`config.mk`:
```
export PLATFORM = sky130hd
export DESIGN_NAME = aes_round_sequencer
export DESIGN_NICKNAME = d
export VERILOG_FILES = /design/src/rtl/aes_round_sequencer.sv
export SDC_FILE = /design/constraint.sdc
export NUM_CORES = 1
export LEC_CHECK = 0
export CORE_AREA = 2 2 300 302
export CTS_CLUSTER_DIAMETER = 60
export DETAILED_ROUTE_END_ITERATION = 10
export DIE_AREA = 0 0 302 304
export GPL_TIMING_DRIVEN = 0
export PLACE_DENSITY = 0.39
export SLEW_MARGIN = 5
export SYNTH_ARGS = -nofsm -noshare
export SYNTH_HDL_FRONTEND = slang
export SYNTH_SLANG_ARGS = --single-unit
```
`constraint.sdc`:
```
create_clock -name clock -period 4.7 [get_ports clock]
set_input_delay 0.94 -clock clock [delete_from_list [all_inputs] [get_ports clock]]
set_output_delay 0.94 -clock clock [all_outputs]
set_load 0.02 [all_outputs]
```
`src/rtl/aes_round_sequencer.sv`:
```
// Iterative AES round controller: initial AddRoundKey inside, external round datapath per cycle.
// Optional macro AES_SEQ_DECRYPT_EN adds in_decrypt/round_decrypt and reverse key order.
module aes_round_sequencer #(
  parameter int NUM_ROUNDS = 10,
  parameter int KEY_IDX_W  = 4
) (
  input  logic                 clock,
  input  logic                 reset_n,
  // Handshake: a block moves on a rising edge where valid and ready are both high; valid
  // never waits on ready, and out_valid/out_data stay stable until that edge.
  input  logic                 in_valid,
  output logic                 in_ready,
  input  logic [127:0]         in_data,
  output logic [KEY_IDX_W-1:0] key_idx,
  input  logic [127:0]         key_data,
  output logic [127:0]         round_in,
  output logic [127:0]         round_key,
  output logic                 round_final,
  input  logic [127:0]         round_out,
  output logic                 out_valid,
  input  logic                 out_ready,
  output logic [127:0]         out_data,
  output logic                 busy,
`ifdef AES_SEQ_DECRYPT_EN
  input  logic                 in_decrypt,
  output logic                 round_decrypt,
`endif
  output logic [1:0]           dbg_state
);

  typedef enum logic [1:0] {
    IDLE  = 2'd0,
    INIT  = 2'd1,
    ROUND = 2'd2,
    DONE  = 2'd3
  } state_e;

  localparam logic [KEY_IDX_W-1:0] LAST_IDX = KEY_IDX_W'(NUM_ROUNDS);
  localparam logic [KEY_IDX_W-1:0] ONE_IDX  = KEY_IDX_W'(1);

  if ((2 ** KEY_IDX_W) <= NUM_ROUNDS) begin : g_bad_key_idx_w
    $error("aes_round_sequencer: KEY_IDX_W too narrow for NUM_ROUNDS");
  end

  state_e               state_q, state_d;
  logic [127:0]         data_q, data_d;
  logic [127:0]         out_q, out_d;
  logic [KEY_IDX_W-1:0] rnd_q, rnd_d;
  logic [KEY_IDX_W-1:0] key_idx_q, key_idx_d;
  logic [KEY_IDX_W-1:0] key_step;
  logic [KEY_IDX_W-1:0] first_idx;
  logic                 decrypt_mode;

`ifdef AES_SEQ_DECRYPT_EN
  logic decrypt_q, decrypt_d;
  assign decrypt_mode  = decrypt_q;
  assign first_idx     = in_decrypt ? LAST_IDX : '0;
  assign round_decrypt = decrypt_q;
`else
  assign decrypt_mode  = 1'b0;
  assign first_idx     = '0;
`endif

  // The key RAM answers during the cycle after an address is registered, so key_idx
  // always points at the key the next state will consume; it saturates at either end.
  always_comb begin
    key_step = key_idx_q;
    if (decrypt_mode) begin
      if (key_idx_q != '0) key_step = key_idx_q - ONE_IDX;
    end else begin
      if (key_idx_q != LAST_IDX) key_step = key_idx_q + ONE_IDX;
    end
  end

  always_comb begin
    state_d   = state_q;
    data_d    = data_q;
    out_d     = out_q;
    rnd_d     = rnd_q;
    key_idx_d = key_idx_q;
`ifdef AES_SEQ_DECRYPT_EN
    decrypt_d = decrypt_q;
`endif
    case (state_q)
      IDLE: begin
        if (in_valid) begin
          data_d    = in_data;
          key_idx_d = first_idx;
          rnd_d     = '0;
`ifdef AES_SEQ_DECRYPT_EN
          decrypt_d = in_decrypt;
`endif
          state_d   = INIT;
        end
      end
      INIT: begin
        data_d    = data_q ^ key_data;
        key_idx_d = key_step;
        rnd_d     = ONE_IDX;
        state_d   = ROUND;
      end
      ROUND: begin
        data_d    = round_out;
        key_idx_d = key_step;
        if (rnd_q == LAST_IDX) begin
          out_d   = round_out;
          state_d = DONE;
        end else begin
          rnd_d   = rnd_q + ONE_IDX;
        end
      end
      DONE: begin
        if (out_ready) begin
          key_idx_d = '0;
          rnd_d     = '0;
          state_d   = IDLE;
        end
      end
      default: state_d = IDLE;
    endcase
  end

  always_ff @(posedge clock or negedge reset_n) begin
    if (!reset_n) begin
      state_q   <= IDLE;
      data_q    <= '0;
      out_q     <= '0;
      rnd_q     <= '0;
      key_idx_q <= '0;
`ifdef AES_SEQ_DECRYPT_EN
      decrypt_q <= 1'b0;
`endif
    end else begin
      state_q   <= state_d;
      data_q    <= data_d;
      out_q     <= out_d;
      rnd_q     <= rnd_d;
      key_idx_q <= key_idx_d;
`ifdef AES_SEQ_DECRYPT_EN
      decrypt_q <= decrypt_d;
`endif
    end
  end

  assign in_ready    = (state_q == IDLE);
  assign busy        = (state_q != IDLE);
  assign out_valid   = (state_q == DONE);
  assign out_data    = out_q;
  assign round_in    = data_q;
  assign round_key   = key_data;
  assign round_final = (state_q == ROUND) && (rnd_q == LAST_IDX);
  assign key_idx     = key_idx_q;
  assign dbg_state   = state_q;

endmodule

```
Word-level counts from Yosys, hierarchy flattened
Cells that the tools add are included.
{"block": "word_totals", "reg_bits": 266, "latchBits": 0, "mem_bits_rw": 0, "rom_bits": 0, "out_inout_bits": 394, "wordCells": 40, "n_memories": 0}
{"block": "op_classes", "addsub": 2, "n_mul": 0, "div": 0, "n_lt_le_gt_ge": 0, "eq_ne": 10, "shifts": 0, "mux": 12, "bitwise_logic": 1, "reduce_logical": 10}
{"cell": "$pmux W128 S3", "count": 1}
{"cell": "$mux W128", "count": 1}
{"cell": "$xor A128 B128 Y128", "count": 1}
{"cell": "$mux W4", "count": 4}
{"cell": "$pmux W4 S4", "count": 1}
{"cell": "$pmux W4 S3", "count": 1}
{"cell": "$reduce_and A3 Y1", "count": 3}
{"cell": "$add A4 B1 Y4 const B", "count": 2}
{"cell": "$pmux W2 S4", "count": 1}
{"cell": "$mux W2", "count": 3}
{"cell": "$ne A2 B2 Y1 const B", "count": 3}
{"cell": "$eq A2 B2 Y1 const B", "count": 2}
{"cell": "$eq A4 B4 Y1 const B", "count": 1}
{"cell": "$ne A2 B1 Y1 const B", "count": 2}
{"cell": "$ne A4 B4 Y1 const B", "count": 1}
{"cell": "$reduce_and A2 Y1", "count": 2}
{"cell": "$reduce_bool A3 Y1", "count": 1}
{"cell": "$eq A2 B1 Y1 const B", "count": 1}
{"cell": "$logic_not A2 Y1", "count": 1}
{"cell": "$reduce_bool A2 Y1", "count": 1}
{"cell": "$reduce_or A2 Y1", "count": 1}
{"cell": "$logic_and A1 B1 Y1", "count": 1}

Logic depth before layout (Yosys ltp)
Gate-level depths: netlist of run 1.
{"block": "depth", "ltp_word": 4, "ltp_mapped": 8, "mapped_depth_nobuf": 6}

Worst setup path after synthesis of run 1
OpenSTA, ideal clock, no wires.
{"block": "synth_path", "kind": "register to output", "start": "register state_q[0], in the netlist dbg_state[0]", "end": "output port round_final", "t_arrival_ps": 1254, "t_required_ps": 3760, "path_slack_ps": 2506, "path_stages_with_launch": 6, "path_buffers": 1, "path_cell_list": "dfrtp_1 > inv_1 > ha_1 > nand4b_1 > inv_1 > buf_2"}
{"block": "synth_between", "elab_chain_cells": 2}
{"item": "start: declaration", "line": "45", "rtl": "state_e state_q, state_d;"}
{"item": "start signal: assignment", "line": "134", "rtl": "state_q <= state_d;"}
{"item": "$eq A2 B2 Y1", "line": "151", "rtl": "assign round_final = (state_q == ROUND) && (rnd_q == LAST_IDX);"}
{"item": "$logic_and A1 B1 Y1", "line": "151"}
{"item": "end: declaration", "line": "18", "rtl": "output logic round_final,"}
No other way between the ends.

Final worst setup path of run 1
Ends and elaborated chain as after synthesis.

==> results of run 1 <==
[area by class of cell]
cell class / count / area (um^2) / area share, %
Antenna cell: 7 / 17.5 / 0.0659
Buffer: 271 / 1790 / 6.72
Clock buffer: 64 / 1390 / 5.24
Clock inverter: 26 / 354 / 1.33
Inverter: 8 / 30.0 / 0.113
Multi-Input combinational cell: 950 / 6980 / 26.3
Sequential cell: 266 / 6660 / 25.1
Tap cell: 1176 / 1470 / 5.54
Timing Repair Buffer: 783 / 7880 / 29.6
[path summary, 6_finish.rpt]
path                                from             to  slack, ps  cells past startpoint
max in group asynchronous        reset_n   out_data[61]       3210                      2
min in group clock         out_data[102]  out_data[102]        470                      2
min reg2reg                out_data[102]  out_data[102]        470                      2
max                         dbg_state[0]    round_final        940                      6
min                              reset_n   out_data[24]        410                      1
max reg2reg                 dbg_state[0]  round_in[106]       2110                      8
[Yosys cell counts, drive strengths merged]
cell	count	share of area [%]
a211o	1	0.057
a211oi	1	0.049
a21oi	1	0.032
a221o	1	0.065
a221oi	128	11
a311o	1	0.065
a41oi	1	0.057
and2	1	0.041
and3	2	0.081
and3b	1	0.057
and4b	128	8.3
buf	224	10
clkbuf	47	1.1
dfrtp	266	43
ha	9	0.73
inv	8	0.19
mux2	2	0.15
mux2i	1	0.065
nand2	389	9.4
nand2b	3	0.12
nand3	4	0.13
nand3b	3	0.15
nand4b	1	0.057
nor2	1	0.024
nor2b	4	0.16
nor4	3	0.12
o211ai	129	6.3
o21ai	2	0.065
o2bb2ai	130	7.4
o311ai	1	0.057
o32a	1	0.065
or3	1	0.041
[metrics by stage]
step                      std cells  utilization, %
final                          3551            29.8
after global routing           3546            29.8
after CTS                      3544            29.8
after detailed placement       3454            27.9
after global placement         3452            27.8
after floorplan                1495               -
[sequential cells by signal, indices dropped and copies added (netlist names)]
name,cells
rnd_q,4
key_idx,4
out_data,128
round_in,128
dbg_state,2
[cell families (layout without fill, tap and decap cells)]
family                   after synthesis  count (layout)  share of synthesized area, %
other                                  0               7                             0
flip-flops                           266             266                          43.1
buffers and inverters                279            1152                          11.8
adder cells (fa/ha/maj)                9               9                         0.729
multiplexers                           3               3                         0.210
AO/OA/AOI/OAI                        397             397                          25.5
AND/OR/NAND/NOR                      541             541                          18.7
[power by group through the flow]
stage	Sequential (uW)	Clock [uW]	Combinational (uW)
finish	3470	3870	9350
CTS	3470	3980	9560
global placement	3480	0	9440
detailed placement	3490	0	9520
global route	3560	4070	10000
floorplan	4120	0	4530
[per-layer routing]
layer	routed length, um	share of wire [%]	up-vias	global-route usage [%]
met4	1700	1.9	8	4.25
met2	47200	52	611	35.3
li1	-	-	7236	-
met5	57	0.062	-	0
met1	35600	39	7958	22.2
met3	6830	7.5	96	5.11
==> impl_metrics.json, run 1 <==
{
  "max-cap-violations": 0,
  "postLayoutCellArea_um2": 26600,
  "hold-worst-slack_ps": 411,
  "avgSynthCellArea_um2": 10.3,
  "clock_latency_ps": 580,
  "vias_per_cell": 4.48,
  "finalHoldViolations": 0,
  "synth_seq_cells": 266,
  "ys_types": 37,
  "critPathKind": "flop to output pin",
  "total_leakage_power_uw": 0.0110,
  "p_total_uw": 16700,
  "cts_made_buffers": 48,
  "die_h_um": 304,
  "grt_setup_unrepaired": "no",
  "core_area_um2": 89000,
  "die_width_um": 302,
  "vdd_drop_max_v": 0.000291,
  "totalWireLength_mm": 91.4,
  "end_kind": "output pin",
  "path_clk_slew_ps": 60,
  "root_buffer": "clkbuf_16",
  "area_delta_synth_final_pct": 71.9,
  "cts_buffer_depth": 3,
  "finalMaxSlewViolations": 0,
  "cts_hold_buffers": 0,
  "mostFrequentLayoutCells": "clkdlybuf4s50_1 (780), nand2_1 (389), dfrtp_1 (266)",
  "pwr-share-clk_pct": 23.2,
  "combPwrFrac_pct": 56.0,
  "antenna_left": 0,
  "drive_gt1_share_pct": 17.7,
  "hold_class": "input pin to async pin",
  "cp-start-kind": "flop",
  "cts_setup_buffers": 0,
  "power_density_nw_per_um2": 628,
  "worst_slack_ps": 945,
  "cp_data_arrival_time_ps": 2820,
  "cts_tree": "built",
  "p_int_uw": 9280,
  "final_common_cell": "clkdlybuf4s50_1",
  "antenna_found_initial": 11,
  "switching_share_pct": 44.4,
  "status": "finished, final reports clean",
  "max_stage_delay_ps": 660,
  "synth_cells": 1495,
  "port_buffers": 781,
  "gp_congestion": 0.828,
  "grt-ovfl-total": 0,
  "yosysWarnings": 0,
  "dpl.hpwl_mm": 70.2,
  "setup_tns_ps": 0,
  "drt_iter0_drc": 702,
  "route.detailed.drc": 0,
  "setup_viol": 0,
  "yosysSeqAreaShare_pct": 43.1,
  "num-nets-final": 2725,
  "cpMaxStageDelayCell": "clkdlybuf4s50_1",
  "sequentialPowerShare_pct": 20.8,
  "period_minus_slack_ps": 3760,
  "critPathTopFamily": "buffers and inverters",
  "cts_resized": 0,
  "num_rows": 110,
  "ios": 782,
  "start_util_pct": 17.4,
  "via_count": 15900,
  "path_buf_inv": 4,
  "n_fill_cell": 9222,
  "track_usage_pct": 19.3,
  "path_max_fanout": 10,
  "power.switching_uw": 7410,
  "syn_area_um2": 15500,
  "cts.htree.levels": 2,
  "clock_sinks": 266,
  "wire_per_inst_um": 25.7,
  "syn_nets": 1892,
  "pre_cts_slack_ps": 1280,
  "skew_ps": 16.5,
  "grt_max_degree": 94,
  "drtPass1Iterations": 5,
  "worstPathRequired_ps": 3760,
  "dieArea_um2": 91800,
  "grt_pass1_vias": 17100,
  "crit_path_frequent_cell": "inv_1",
  "tightestPinTransition_ps": 938,
  "grt_first_pass_wirelength_mm": 129,
  "max-slew-margin-rel_pct": 37.4,
  "fin_crit_sh_pct": 79.9,
  "fmax_ghz": 0.266,
  "post_dp_cell_area_um2": 24800,
  "path_cells": "inv_1 -> ha_1 -> nand4b_1 -> inv_1 -> buf_2 -> clkdlybuf4s50_1"
}
Power figures use the tool's default switching activity.
==> run 2, diff against run 1 <==
- PLACE_DENSITY: 0.39 -> 0.4
- clock period: 4.7 -> 3.4 ns (I/O delays scaled with it)
==> impl_metrics.json, run 2 (synthesized netlist as in run 1, its figures left out) <==
{
  "status": "finished, final reports clean",
  "vdd_drop_max_v": 0.000393,
  "met3_usage_pct": 5.25,
  "skew_ps": 16.5,
  "start_util_pct": 17.4,
  "route.detailed.drc": 0,
  "pre_cts_slack_ps": 382,
  "antenna_found_initial": 11,
  "cp-start-kind": "flop",
  "antenna_left": 0,
  "totalWireLength_mm": 89.8,
  "setup_viol": 0,
  "grt_setup_unrepaired": "no",
  "path_max_fanout": 10,
  "grt_first_pass_wirelength_mm": 126,
  "die_h_um": 304,
  "grt_pass1_vias": 16700,
  "multi_input_area_um2": 6980,
  "cts_buffer_depth": 3,
  "grt-ovfl-total": 0,
  "wire_per_inst_um": 25.4,
  "root_buffer": "clkbuf_16",
  "core_area_um2": 89000,
  "dpl.hpwl_mm": 68.9,
  "grt_use_met1_pct": 22.4,
  "critPathKind": "flop to output pin",
  "ios": 782,
  "num_rows": 110,
  "finalHoldViolations": 0,
  "regArea_um2": 6660,
  "cp_data_arrival_time_ps": 2400,
  "max-cap-violations": 0,
  "gp_congestion": 0.819,
  "drtPass1Iterations": 5,
  "grtUsageMet2_pct": 33.2,
  "max-slew-margin-rel_pct": 30.0,
  "track_usage_pct": 18.8,
  "power_density_nw_per_um2": 861,
  "dieArea_um2": 91800,
  "fin_util_pct": 29.7,
  "num-nets-final": 2720,
  "period_minus_slack_ps": 3080,
  "cts.htree.levels": 2,
  "final_common_cell": "clkdlybuf4s50_1",
  "fin_crit_sh_pct": 90.6,
  "vias_per_cell": 4.49,
  "clock_latency_ps": 560,
  "drive_gt1_share_pct": 17.2,
  "path_clk_slew_ps": 60,
  "top_usage_layer": "met2",
  "fmax_ghz": 0.325,
  "finalMaxSlewViolations": 0,
  "via_count": 15900,
  "n_fill_cell": 9284,
  "die_width_um": 302,
  "end_kind": "output pin",
  "tightestPinTransition_ps": 1050,
  "worst_r2r_path_depth": 7,
  "drt_iter0_drc": 761,
  "clock_sinks": 266,
  "cts_hold_buffers": 0,
  "cts_made_buffers": 42,
  "cts_tree": "built",
  "total_leakage_power_uw": 0.0110,
  "worstPathRequired_ps": 2720,
  "worst_slack_ps": 321,
  "hold-worst-slack_ps": 187,
  "grt_max_degree": 93,
  "area_delta_synth_final_pct": 70.9,
  "hold_class": "input pin to async pin",
  "port_buffers": 781,
  "mostFrequentLayoutCells": "clkdlybuf4s50_1 (779), nand2_1 (389), dfrtp_1 (266)"
}
## run 2: worst paths after layout
kind                                    from      endpoint  slack (ps)
worst max-delay path            dbg_state[0]   round_final         320
worst min-delay path                 reset_n  out_data[28]         190
worst max register to register  dbg_state[0]  round_in[44]         770
worst min register to register  out_data[81]  out_data[81]         470
max in group asynchronous            reset_n  dbg_state[0]        2110
min in group clock              out_data[81]  out_data[81]         470
## run 2: repair_timing
action | in CTS | in global routing
gates resized for setup | 1 | 0
endpoints found under the setup margin | 1 | 0
buffers inserted | 1 | 0
hold endpoints to repair | 0 | 0
## run 2: stage by stage
step,setup TNS (ps),power (uW),cells,cell area (um^2)
after floorplan,0,12000,1495,15500
after detailed placement,0,17900,3454,24800
after global placement,-3199060,17800,3452,24700
final,0,22700,3537,26400
after CTS,0,23100,3531,26400
after global routing,0,24000,3533,26400
## run 2: area by class of cell
class                      count  share of cell area, %
inverter                       8                  0.114
timing repair buffer         784                   29.8
buffer                       271                   6.76
antenna                        6                 0.0568
tap                         1176                   5.57
clock buffer                  59                   4.80
clock inverter                17                   1.22
multi-input combinational    950                   26.4
sequential                   266                   25.2
## run 2: routing by layer
metal | wire, um | vias to the layer above
met5 | 28 | -
met4 | 1790 | 4
met2 | 45000 | 658
met3 | 6890 | 101
met1 | 36000 | 7920
li1 | - | 7190
## run 2: critical path: stages (launching register included)
cell,delay (ps)
dfrtp_1,440
inv_1,130
ha_1,210
nand4b_1,260
inv_1,160
buf_2,270
dlygate4sd2_1,370
## run 2: where the power goes
| group | internal [uW] | total (uW) | switching, uW |
|---|---|---|---|
| combinational | 5300 | 12900 | 7610 |
| sequential | 4100 | 4790 | 690 |
| clock | 3280 | 5040 | 1760 |
==> run 3, diff against run 2 <==
- ABC_AREA: unset -> 0
- SLEW_MARGIN: 5 -> 20
==> impl_metrics.json, run 3 (synthesized netlist as in run 1, its figures left out) <==
{
  "root_buffer": "clkbuf_16",
  "cp_data_arrival_time_ps": 2360,
  "total_leakage_power_uw": 0.0110,
  "path_cells": "inv_1 -> ha_1 -> nand4b_1 -> inv_1 -> buf_4 -> dlygate4sd2_1",
  "port_buffers": 781,
  "via_count": 15900,
  "drtPass1Iterations": 5,
  "worstPathRequired_ps": 2720,
  "clock_sinks": 266,
  "post_dp_cell_area_um2": 24800,
  "cts_made_buffers": 46,
  "totalWireLength_mm": 89.7,
  "vdd_drop_max_v": 0.000333,
  "core_area_um2": 89000,
  "period_minus_slack_ps": 3040,
  "area_delta_synth_final_pct": 71.6,
  "cts_tree": "built",
  "dieArea_um2": 91800,
  "route.detailed.drc": 0,
  "drt_iter0_drc": 689,
  "vias_per_cell": 4.48,
  "end_kind": "output pin",
  "max-slew-margin-rel_pct": 21.6,
  "tightestPinTransition_ps": 1180,
  "num-nets-final": 2726,
  "num_rows": 110,
  "path_clk_slew_ps": 60,
  "grt_setup_unrepaired": "no",
  "cp-start-kind": "flop",
  "grt_max_degree": 82,
  "drive_gt1_share_pct": 17.3,
  "cts_buffer_depth": 3,
  "final_common_cell": "clkdlybuf4s50_1",
  "critPathKind": "flop to output pin",
  "gp_congestion": 0.819,
  "status": "finished, final reports clean",
  "die_h_um": 304,
  "dp.cells": 3455,
  "hold_class": "flop to flop",
  "path_max_fanout": 10,
  "setup_viol": 0,
  "track_usage_pct": 18.8,
  "power_density_nw_per_um2": 863,
  "finalMaxSlewViolations": 0,
  "skew_ps": 19.2,
  "grt_pass1_vias": 16600,
  "max-cap-violations": 0,
  "mostFrequentLayoutCells": "clkdlybuf4s50_1 (779), nand2_1 (389), dfrtp_1 (266)",
  "max_stage_delay_ps": 440,
  "start_util_pct": 17.4,
  "clock_latency_ps": 570,
  "dpl.hpwl_mm": 68.8,
  "cts.htree.levels": 2,
  "grt_first_pass_wirelength_mm": 126,
  "hold-worst-slack_ps": 472,
  "crit_path_frequent_cell": "inv_1",
  "postLayoutCellArea_um2": 26500,
  "grt-ovfl-total": 0,
  "antenna_found_initial": 9,
  "instances_no_fill": 3550,
  "fin_crit_sh_pct": 89.5,
  "die_width_um": 302,
  "ios": 782,
  "cpMaxStageDelayCell": "dfrtp_1",
  "finalHoldViolations": 0,
  "fmax_ghz": 0.329,
  "wire_per_inst_um": 25.3,
  "antenna_left": 0
}
==> run 3: changes by cell type in the layout (fill, tap and decap cells not counted) <==
cell           delta
buf_4             +1
clkinvlp_4        +1
buf_2             -1
clkbuf_1          +4
dlygate4sd3_1     +1
diode_2           +5
clkbuf_16         +2
clkbuf_8          -5
bufinv_16         +1
buf_16            +1
inv_6             +3
==> run 3: worst paths after layout <==
path,startpoint,cells after the start,slack (ps),endpoint
worst max-delay path,dbg_state[0],6,360,round_final
worst min-delay path,out_data[81],2,470,out_data[81]
worst max register to register,dbg_state[0],7,710,round_in[110]
worst min register to register,out_data[81],2,470,out_data[81]
max in group asynchronous,reset_n,4,1550,rnd_q[3]
min in group asynchronous,reset_n,2,610,out_data[33]
==> run 3: area by class of cell <==
class                           instances  area, um^2
Antenna cell                           11        27.5
Buffer                                271        1790
Clock buffer                           60        1260
Clock inverter                         22         385
Fill cell                            9297       62500
Inverter                                8        30.0
Multi-Input combinational cell        950        6980
Sequential cell                       266        6660
Tap cell                             1176        1470
Timing Repair Buffer                  786        7920
==> run 3: report_power, final <==
| part | internal (uW) | switching [uW] | leakage, uW |
|---|---|---|---|
| clock | 3380 | 1830 | 0.000806 |
| sequential | 4100 | 677 | 0.00325 |
| combinational | 5300 | 7590 | 0.00696 |
| total | 12800 | 10100 | 0.0110 |
==> run 3: timing repair <==
action | 4_1_cts | 5_1_grt
hold buffers | 1 | 0
endpoints found under the hold margin | 26 | 0
setup buffers | 1 | 0
resized for setup | 2 | 0
endpoints found under the setup margin | 1 | 0
==> run 3: routing by layer <==
metal  GRT usage (%)  up-vias  routed length (um)
li1                -     7221                   -
met1            22.8     7935               35800
met2            33.1      648               45100
met3            4.98       95                7070
met4            4.19        2                1740
met5               0        -                  15
==> run 3: critical path, delay by kind of cell (launching register included) <==
family        cells  cell delay [ps]
simple gates      1              270
fa+ha+maj         1              210
buf+inv           4              870
flops             1              440
==> run 3: through the flow <==
| stage | util, % | power, uW | setup TNS (ps) | setup slack [ps] |
|---|---|---|---|---|
| 3_5_place_dp | 27.9 | 17900 | 0 | 391 |
| 3_3_place_gp | 27.8 | 17800 | -3199060 | -12090 |
| 4_1_cts | 29.8 | 23300 | 0 | 249 |
| 2_1_floorplan | - | 12000 | 0 | 1470 |
| 5_1_grt | 29.8 | 24200 | 0 | 179 |
| 6_report | 29.8 | 22900 | 0 | 358 |
